### src/rtl/fir_lpf_serial.sv
// 16-tap symmetric low-pass FIR with a single serial MAC.
// One output is produced per sampling-clock rising edge.
module fir_lpf_serial #(
    parameter int TAPS   = 16,
    parameter int DATA_W = 12,
    parameter int COEF_W = 12
) (
    input  logic              clk,
    input  logic              rst,
    input  logic              s_clk,
    input  logic              en,
    input  logic [DATA_W-1:0] din,
    output logic [DATA_W-1:0] dout,
    output logic              dout_valid,
    output logic              busy,
    output logic              ovr
);

    localparam int unsigned ACC_W  = 28;
    localparam int unsigned PROD_W = DATA_W + COEF_W;
    localparam int unsigned IDX_W  = $clog2(TAPS);
    localparam int unsigned FRAC_W = COEF_W - 1;

    localparam logic [IDX_W-1:0]        LAST_K   = IDX_W'(TAPS - 1);
    localparam logic signed [ACC_W-1:0] RND_HALF = ACC_W'(1 << (FRAC_W - 1));
    localparam logic signed [ACC_W-1:0] SAT_HI   = ACC_W'((1 << (DATA_W - 1)) - 1);
    localparam logic signed [ACC_W-1:0] SAT_LO   = ACC_W'(-(1 << (DATA_W - 1)));

    typedef enum logic [1:0] {
        S_IDLE,
        S_MAC,
        S_ROUND,
        S_OUT
    } state_t;

    state_t state;
    state_t state_next;

    logic                      s_clk_q;
    logic                      armed;
    logic                      rise_c;
    logic                      edge_q;
    logic signed [DATA_W-1:0]  smp;
    logic signed [DATA_W-1:0]  x [TAPS];
    logic        [IDX_W-1:0]   k;
    logic signed [ACC_W-1:0]   acc;
    logic signed [PROD_W-1:0]  prod;
    logic signed [ACC_W-1:0]   rsum;
    logic signed [ACC_W-1:0]   rsh;
    logic signed [DATA_W-1:0]  y_c;
    logic signed [DATA_W-1:0]  y_q;

    // Symmetric ROM: the upper half mirrors the lower half (c[15-k] = c[k]).
    function automatic logic signed [COEF_W-1:0] coef(input logic [IDX_W-1:0] idx);
        logic [2:0] m;
        m = idx[IDX_W-1] ? ~idx[2:0] : idx[2:0];
        case (m)
            3'd0:    coef = COEF_W'(8);
            3'd1:    coef = COEF_W'(16);
            3'd2:    coef = COEF_W'(40);
            3'd3:    coef = COEF_W'(80);
            3'd4:    coef = COEF_W'(136);
            3'd5:    coef = COEF_W'(192);
            3'd6:    coef = COEF_W'(240);
            3'd7:    coef = COEF_W'(312);
            default: coef = '0;
        endcase
    endfunction

    // armed blocks an edge after reset until s_clk has been seen low
    assign rise_c = s_clk & ~s_clk_q & en & armed;

    assign prod = x[k] * coef(k);
    assign rsum = acc + RND_HALF;
    assign rsh  = rsum >>> FRAC_W;
    assign y_c  = (rsh > SAT_HI) ? DATA_W'(SAT_HI) :
                  (rsh < SAT_LO) ? DATA_W'(SAT_LO) : DATA_W'(rsh);

    always_ff @(posedge clk or negedge rst) begin
        if (!rst) begin
            state <= S_IDLE;
        end else begin
            state <= state_next;
        end
    end

    always_comb begin
        state_next = state;
        unique case (state)
            S_IDLE:  if (edge_q) state_next = S_MAC;
            S_MAC:   if (k == LAST_K) state_next = S_ROUND;
            S_ROUND: state_next = S_OUT;
            S_OUT:   state_next = S_IDLE;
            default: state_next = S_IDLE;
        endcase
    end

    // Datapath and registered outputs; edges arriving while busy are dropped.
    always_ff @(posedge clk or negedge rst) begin
        if (!rst) begin
            s_clk_q    <= 1'b0;
            armed      <= 1'b0;
            edge_q     <= 1'b0;
            smp        <= '0;
            k          <= '0;
            acc        <= '0;
            y_q        <= '0;
            dout       <= '0;
            dout_valid <= 1'b0;
            busy       <= 1'b0;
            ovr        <= 1'b0;
            for (int i = 0; i < TAPS; i++) begin
                x[i] <= '0;
            end
        end else begin
            s_clk_q    <= s_clk;
            armed      <= armed | ~s_clk;
            edge_q     <= rise_c;
            dout_valid <= 1'b0;
            busy       <= (state_next != S_IDLE);
            if (rise_c) begin
                smp <= din;
            end
            if (edge_q && state == S_IDLE) begin
                for (int i = TAPS - 1; i > 0; i--) begin
                    x[i] <= x[i-1];
                end
                x[0] <= smp;
                acc  <= '0;
                k    <= '0;
            end
            if (edge_q && state != S_IDLE) begin
                ovr <= 1'b1;
            end
            if (state == S_MAC) begin
                acc <= acc + ACC_W'(prod);
                k   <= k + IDX_W'(1);
            end
            if (state == S_ROUND) begin
                y_q <= y_c;
            end
            if (state == S_OUT) begin
                dout       <= y_q;
                dout_valid <= 1'b1;
            end
        end
    end

endmodule

### config.mk
export PLATFORM = sky130hd
export DESIGN_NAME = fir_lpf_serial
export DESIGN_NICKNAME = d
export VERILOG_FILES = /design/src/rtl/fir_lpf_serial.sv
export SDC_FILE = /design/constraint.sdc
export NUM_CORES = 1
export LEC_CHECK = 0
export BUFFER_PORTS_ARGS = -buffer_cell sky130_fd_sc_hd__buf_2
export CAP_MARGIN = 40
export CORE_UTILIZATION = 50
export DETAILED_ROUTE_END_ITERATION = 16
export PLACE_DENSITY = 0.66
export SLEW_MARGIN = 15
export SYNTH_ARGS = -nofsm -noshare
export SYNTH_HDL_FRONTEND = slang
export SYNTH_SLANG_ARGS = --single-unit
export TNS_END_PERCENT = 10
### constraint.sdc
create_clock -name clk -period 8 [get_ports clk]
set_clock_uncertainty 0.1 [all_clocks]
set_input_delay 0.4 -clock clk [delete_from_list [all_inputs] [get_ports clk]]
set_output_delay 0.4 -clock clk [all_outputs]
set_load 0.005 [all_outputs]
**Word level (Yosys, flattened, before mapping)**

Memories as Yosys holds them, arrays and structs flattened.
Index checks and enable logic that the tools add are counted.

- Input bits: 16
- Register bits after elaboration: 268
- Output and inout port bits: 15
- Word-level logic and storage cells: 68
- Memories kept: 1
- Memory bits (read-only): 48

- Reductions and logical operators: 6
- Mux-type cells: 14
- Multipliers: 1
- Equal/unequal tests: 4
- Add/sub/neg operators: 3
- $lt $le $gt $ge: 3
- Bitwise gates (word level): 8

Memory list:

| memory | depth | bits a word | rd ports | clocked after Yosys merged registers in | wr ports | line | RTL |
|---|---|---|---|---|---|---|---|
| (name not given) | 8 | 6 | 1 | 0 | 0 | 57 | `case (m)` |

Operator list:

| kind | number |
|---|---|
| 28-bit two-way mux | 2 |
| 12-bit binary-select mux with 4-bit select | 1 |
| 12-bit two-way mux | 4 |
| 28-bit by 12-bit adder with 28-bit output (second input constant) | 1 |
| 28-bit by 24-bit adder with 28-bit output | 1 |
| 12-bit by 12-bit multiplier with 24-bit output | 1 |
| 17-bit by 12-bit greater-than comparator with 1-bit output (second input constant) | 1 |
| 17-bit by 12-bit < comparator with 1-bit output (second input constant) | 1 |
| 4-bit two-way mux | 2 |
| 2-bit one-hot mux with 4 select lines | 1 |
| 2-bit nonzero test | 3 |
| 5-bit >= comparator (second input constant) | 1 |
| 4-bit NOT with 5-bit output | 1 |
| 4-bit by 1-bit adder with 4-bit output (second input constant) | 1 |
| 2-bit == test (second input constant) | 2 |
| 4-bit == test (second input constant) | 1 |
| 2-bit two-way mux | 2 |
| 1-bit AND | 3 |
| 3-bit two-way mux | 1 |
| 3-bit NOT | 1 |
| 2-bit by 1-bit == test with 1-bit output (second input constant) | 1 |
| 1-bit logical AND | 2 |
| 2-bit logical NOT | 1 |
| 1-bit NOT | 2 |
| other kinds (2) | 2 |

**Logic depth before layout (Yosys ltp)**

- Depth in word-level cells: 7
- Mapped depth: 26
- Gate-level depth less buffers: 23

**Worst setup path before layout**

Ideal clock, no wire load.

- Kind: reg-to-reg
- Start: reg k[0]
- End: reg acc[25]
- Slack: 1827 ps
- Stages on the path, launching flop included: 24
- Required time: 7766 ps
- Clock period less this slack: 6173 ps
- Path buffers: 2
- Arrival: 5939 ps
- Setup time: 134 ps
- Path through: dfrtp_1 > buf_6 > mux4_2 > mux4_2 > nand2_1 > inv_1 > fa_1 > inv_1 > fa_1 > inv_1 > ha_1 > fa_1 > inv_1 > fa_1 > inv_1 > ha_1 > clkbuf_1 > a21oi_1 > o21ai_0 > a211oi_1 > o21ai_0 > a41oi_1 > xor2_1 > o21ai_0

- Word-level cells in the longest chain between the ends: 7
- Elaborated cells on any way between the ends: 10
- Classes of those cells: add/sub: 1; mul: 1; mux: 5; bitwise: 2; memory: 1

RTL lines:

| what | line | RTL |
|---|---|---|
| start: declaration | 45 | `logic [IDX_W-1:0] k;` |
| start signal: assignment | 137 | `k <= k + IDX_W'(1);` |
| 4-bit NOT with 5-bit output (not written as such) | 73 | `assign prod = x[k] * coef(k);` |
| 12-bit binary-select mux with 4-bit select | 73 |  |
| 12-bit two-way mux (not written as such) (2 in series) | 73 |  |
| 12-bit by 12-bit multiplier with 24-bit output * | 73 |  |
| 28-bit by 24-bit adder with 28-bit output * | 136 | `acc <= acc + ACC_W'(prod);` |
| 28-bit two-way mux * | 135 | `if (state == S_MAC) begin` |
| end signal: assignment | 136 |  |
| end: declaration | 46 | `logic signed [ACC_W-1:0] acc;` |

Mark *: on every way between the ends. The rest lies on a longest branch, timed or not. The select of a mux whose other input is x is not followed.
A chain may end at the register's enable or synchronous reset.

**Worst setup path after layout**

- Start: reg k[0]
- End: reg acc[26]

Same word-level chain as after synthesis.

==> impl_metrics.tcl <==
set metrics [dict create \
    post-route-util_pct 55.64 \
    r2r_start "k[0]" \
    number_of_antenna_violations_at_the_first_check_in_global_routing 0 \
    vias 11330 \
    ys.flop_type "sky130_fd_sc_hd__dfrtp_1" \
    grt.overflow.total 0 \
    number_of_flops_mapped_to_enable_cells_by_yosys 0 \
    worst_hold_path_type "primary input to flop" \
    die-width_um 180.7 \
    grt_max_degree 144 \
    gates_resized_cts_repair 0 \
    synthesis.yosys.warnings 0 \
    antenna_cells_inserted 0 \
    netlist-cell-type-count 56 \
    slew_at_the_pin_with_the_worst_max_slew_slack_ns 0.9297 \
    worstRegToRegCells 19 \
    wire_length_of_the_first_global_routing_pass_mm 55.83 \
    place_congestion 0.8677 \
    hold_path_depth 5 \
    syn_nets 1895 \
    tritoncts.num_buffers 28 \
    post_route_cells_drive_above_1_share_pct 10.26 \
    hold_end "smp[3]" \
    gr-usage-all-layers_pct 20.58 \
    drt_iter0_markers 742 \
    dr.pass1.iters 5 \
    final_antenna_net_count 0 \
    setup_repair_after_global_routing_missed_its_margin "false" \
    clk_latency_ns 0.57 \
    htreeDepth 1 \
    async_set_or_reset_register_ratio_after_synthesis_pct 100.0 \
    cp.required_ns 8.36 \
    post-cts-setup-buffer-count 0 \
    status "completed" \
    num-fill-cells 2750 \
    placeable_core_region_sq_mm 0.03147 \
    drt-wirelength-per-cell_um 14.78 \
    ys_seq_area_share_pct 41.55 \
    hold_start "en" \
    place.port_buffers 30 \
    clockBufferDepth 3 \
    regToRegSetupSlack_ns 1.11 \
    crit_path_max_fanout 37 \
    detailed_place_hpwl_mm 22.08 \
    cts-hold-fix-buffers 14 \
    timing.max_cap.violations 0 \
    netlist_instances 1727 \
    leakage_nw 9.299 \
    power.density_cell_area_mw_per_mm2 425.6 \
    synth.avg_cell_area_sq_um 9.242 \
    worstPathArrival_ns 7.25 \
    postSynthRegisterBits 265 \
    cts_tree "yes" \
    final_min_period_over_clock_period_pct 86.12 \
    worst_r2r_end "acc[26]" \
    post_synthesis_cell_area_sq_mm 0.01596 \
    totalNegativeSetupSlack_ns 0 \
    clk_pin_slew_ns 0.06 \
    start_util_pct 50.71 \
    finish.net_count 1900 \
    path_type_of_the_worst_setup_path "flop to flop" \
    finalMaxSlewViolations 0 \
    number_of_setup_violations_in_the_final_report 0 \
    timing.slew.headroom_pct 38.02 \
    vias_in_the_first_global_route 11370 \
    finalCriticalPeriod_ns 6.890 \
    tritoncts_num_sinks 265 \
    detail_route.vias_per_cell 5.253 \
    clock.fmax_mhz 145.1 \
    vdd_ir_drop_max_mv 0.2848 \
    drc 0 \
    setup.worst_path.end_class "flop" \
    timing.final.hold_violations 0 \
    io_pins 31 \
    die_h_um 180.7 \
    layout_area_growth_over_synthesis_pct 9.721 \
    clk_root_buffer_cell "sky130_fd_sc_hd__clkbuf_16" \
    critical_path.startpoint_type "flop" \
    rows 65 \
    total_die_area_sq_mm 0.03264 \
    drt-total-wl_mm 31.87 \
]
## stage by stage
step	std cells	power (mW)	cell area [sq um]	setup slack (ns)	hold WS (ns)
after floorplan	1727	5.253	15960	1.827	0.004409
final	2156	7.453	17510	1.110	0.2632
after global routing	2156	8.265	17510	0.6732	0.2868
after CTS	2156	7.552	17510	1.016	0.2473
after detailed placement	2090	6.228	16440	1.030	0.3506
after global placement	2087	6.115	16380	1.140	0.3481
## synth_stat cells (4+ instances only)
| cell type | number | area, sq um |
|---|---|---|
| sky130_fd_sc_hd__o21ai_0 | 43 | 215.2 |
| sky130_fd_sc_hd__nor3_1 | 7 | 35.03 |
| sky130_fd_sc_hd__nand2b_1 | 6 | 37.54 |
| sky130_fd_sc_hd__ha_1 | 80 | 1001 |
| sky130_fd_sc_hd__mux2_2 | 17 | 191.4 |
| sky130_fd_sc_hd__nor2b_1 | 7 | 43.79 |
| sky130_fd_sc_hd__mux2i_1 | 5 | 50.05 |
| sky130_fd_sc_hd__o21a_1 | 8 | 60.06 |
| sky130_fd_sc_hd__mux4_1 | 4 | 105.1 |
| sky130_fd_sc_hd__buf_1 | 4 | 15.01 |
| sky130_fd_sc_hd__nand2_1 | 707 | 2654 |
| sky130_fd_sc_hd__a21oi_1 | 23 | 115.1 |
| sky130_fd_sc_hd__fa_1 | 72 | 1441 |
| sky130_fd_sc_hd__inv_1 | 142 | 533.0 |
| sky130_fd_sc_hd__a211oi_1 | 6 | 45.04 |
| sky130_fd_sc_hd__a41oi_1 | 4 | 35.03 |
| sky130_fd_sc_hd__and3_1 | 8 | 50.05 |
| sky130_fd_sc_hd__nand3_1 | 16 | 80.08 |
| sky130_fd_sc_hd__mux4_2 | 51 | 1149 |
| sky130_fd_sc_hd__o211ai_1 | 5 | 37.54 |
| sky130_fd_sc_hd__and2_1 | 13 | 81.33 |
| sky130_fd_sc_hd__buf_2 | 20 | 100.1 |
| sky130_fd_sc_hd__dfrtp_1 | 265 | 6631 |
| sky130_fd_sc_hd__nor2_1 | 55 | 206.5 |
| sky130_fd_sc_hd__xor2_1 | 18 | 157.7 |
| sky130_fd_sc_hd__buf_6 | 5 | 56.30 |
| sky130_fd_sc_hd__o22ai_1 | 12 | 75.07 |
| sky130_fd_sc_hd__o21ai_1 | 5 | 25.02 |
| sky130_fd_sc_hd__nand4_1 | 7 | 43.79 |
| sky130_fd_sc_hd__xnor2_1 | 21 | 183.9 |
| sky130_fd_sc_hd__clkbuf_1 | 59 | 221.5 |
## worst max-delay path, cell delays in order (launching register included)
cell	delay, ns
sky130_fd_sc_hd__dfrtp_4	0.87
sky130_fd_sc_hd__buf_4	0.38
sky130_fd_sc_hd__mux4_2	0.52
sky130_fd_sc_hd__mux2_2	0.28
sky130_fd_sc_hd__o21ai_0	0.34
sky130_fd_sc_hd__nor2_1	0.13
sky130_fd_sc_hd__fa_1	0.47
sky130_fd_sc_hd__fa_1	0.49
sky130_fd_sc_hd__ha_1	0.33
sky130_fd_sc_hd__fa_1	0.54
sky130_fd_sc_hd__inv_1	0.05
sky130_fd_sc_hd__fa_1	0.53
sky130_fd_sc_hd__inv_1	0.04
sky130_fd_sc_hd__ha_1	0.33
sky130_fd_sc_hd__nand2_1	0.10
sky130_fd_sc_hd__or3_1	0.40
sky130_fd_sc_hd__o311ai_2	0.41
sky130_fd_sc_hd__a21oi_1	0.16
sky130_fd_sc_hd__xor2_1	0.17
sky130_fd_sc_hd__a21oi_1	0.15
## layer usage
layer | track usage, % | wire length, um | vias to the layer above
li1 | - | - | 5529
met4 | 4.444 | 646 | 0
met2 | 34.18 | 15350 | 162
met5 | 0 | 0 | -
met1 | 29.40 | 14930 | 5590
met3 | 2.021 | 939 | 44
## cells by family after synthesis
family / count (synthesis) / share of synthesized area (%)
AND/OR/NAND/NOR: 835 / 20.78
flip-flops: 265 / 41.55
buffers and inverters: 232 / 5.872
adder cells (fa/ha/maj): 152 / 15.30
AO/OA/AOI/OAI: 127 / 4.986
multiplexers: 77 / 9.368
XOR/XNOR: 39 / 2.140
## worst max-delay path by stage
stage	startpoint	endpoint	slack, ns
2_1_floorplan	k[0]	acc[25]	1.83
6_report	k[0]	acc[26]	1.11
4_1_cts	k[0]	acc[26]	1.02
5_1_grt	k[0]	acc[25]	0.67
3_3_place_gp	k[0]	acc[26]	1.14
3_5_place_dp	k[0]	acc[26]	1.03
## layout make-up
| cell class | instances | area (sq um) | area share (%) |
|---|---|---|---|
| clock buffer | 42 | 843.3 | 4.816 |
| clock inverter | 10 | 87.58 | 0.5001 |
| inverter | 143 | 536.8 | 3.065 |
| multi-input combinational | 1230 | 8402 | 47.98 |
| sequential | 265 | 6636 | 37.90 |
| tap | 402 | 503.0 | 2.872 |
| timing repair buffer | 64 | 503.0 | 2.872 |
## report_power, final
group	leakage, nW	switching (mW)	total [mW]	internal [mW]
clock network	0.455	0.546	1.28	0.732
logic	5.26	2.46	4.27	1.81
registers	3.58	0.300	1.90	1.60
total	9.30	3.31	7.45	4.15
## cell usage in the layout, fill, tap and decap left out, drive strengths merged, types with 18 or more instances in the layout
| master | instances |
|---|---|
| a21oi | 23 |
| fa | 72 |
| xor2 | 18 |
| inv | 143 |
| o21ai | 48 |
| ha | 80 |
| nand2 | 707 |
| mux4 | 55 |
| clkbuf | 42 |
| xnor2 | 21 |
| nor2 | 55 |
| buf | 50 |
| dfrtp | 265 |
## sequential cells by signal (all words and copies together) (netlist names)
register,cells
s_clk_q,1
x,192
edge_q,1
ovr,1
y_q,12
k,4
state,2
dout_valid,1
busy,1
acc,25
armed,1
smp,12
dout,12
(Power assumes the default switching activity.)
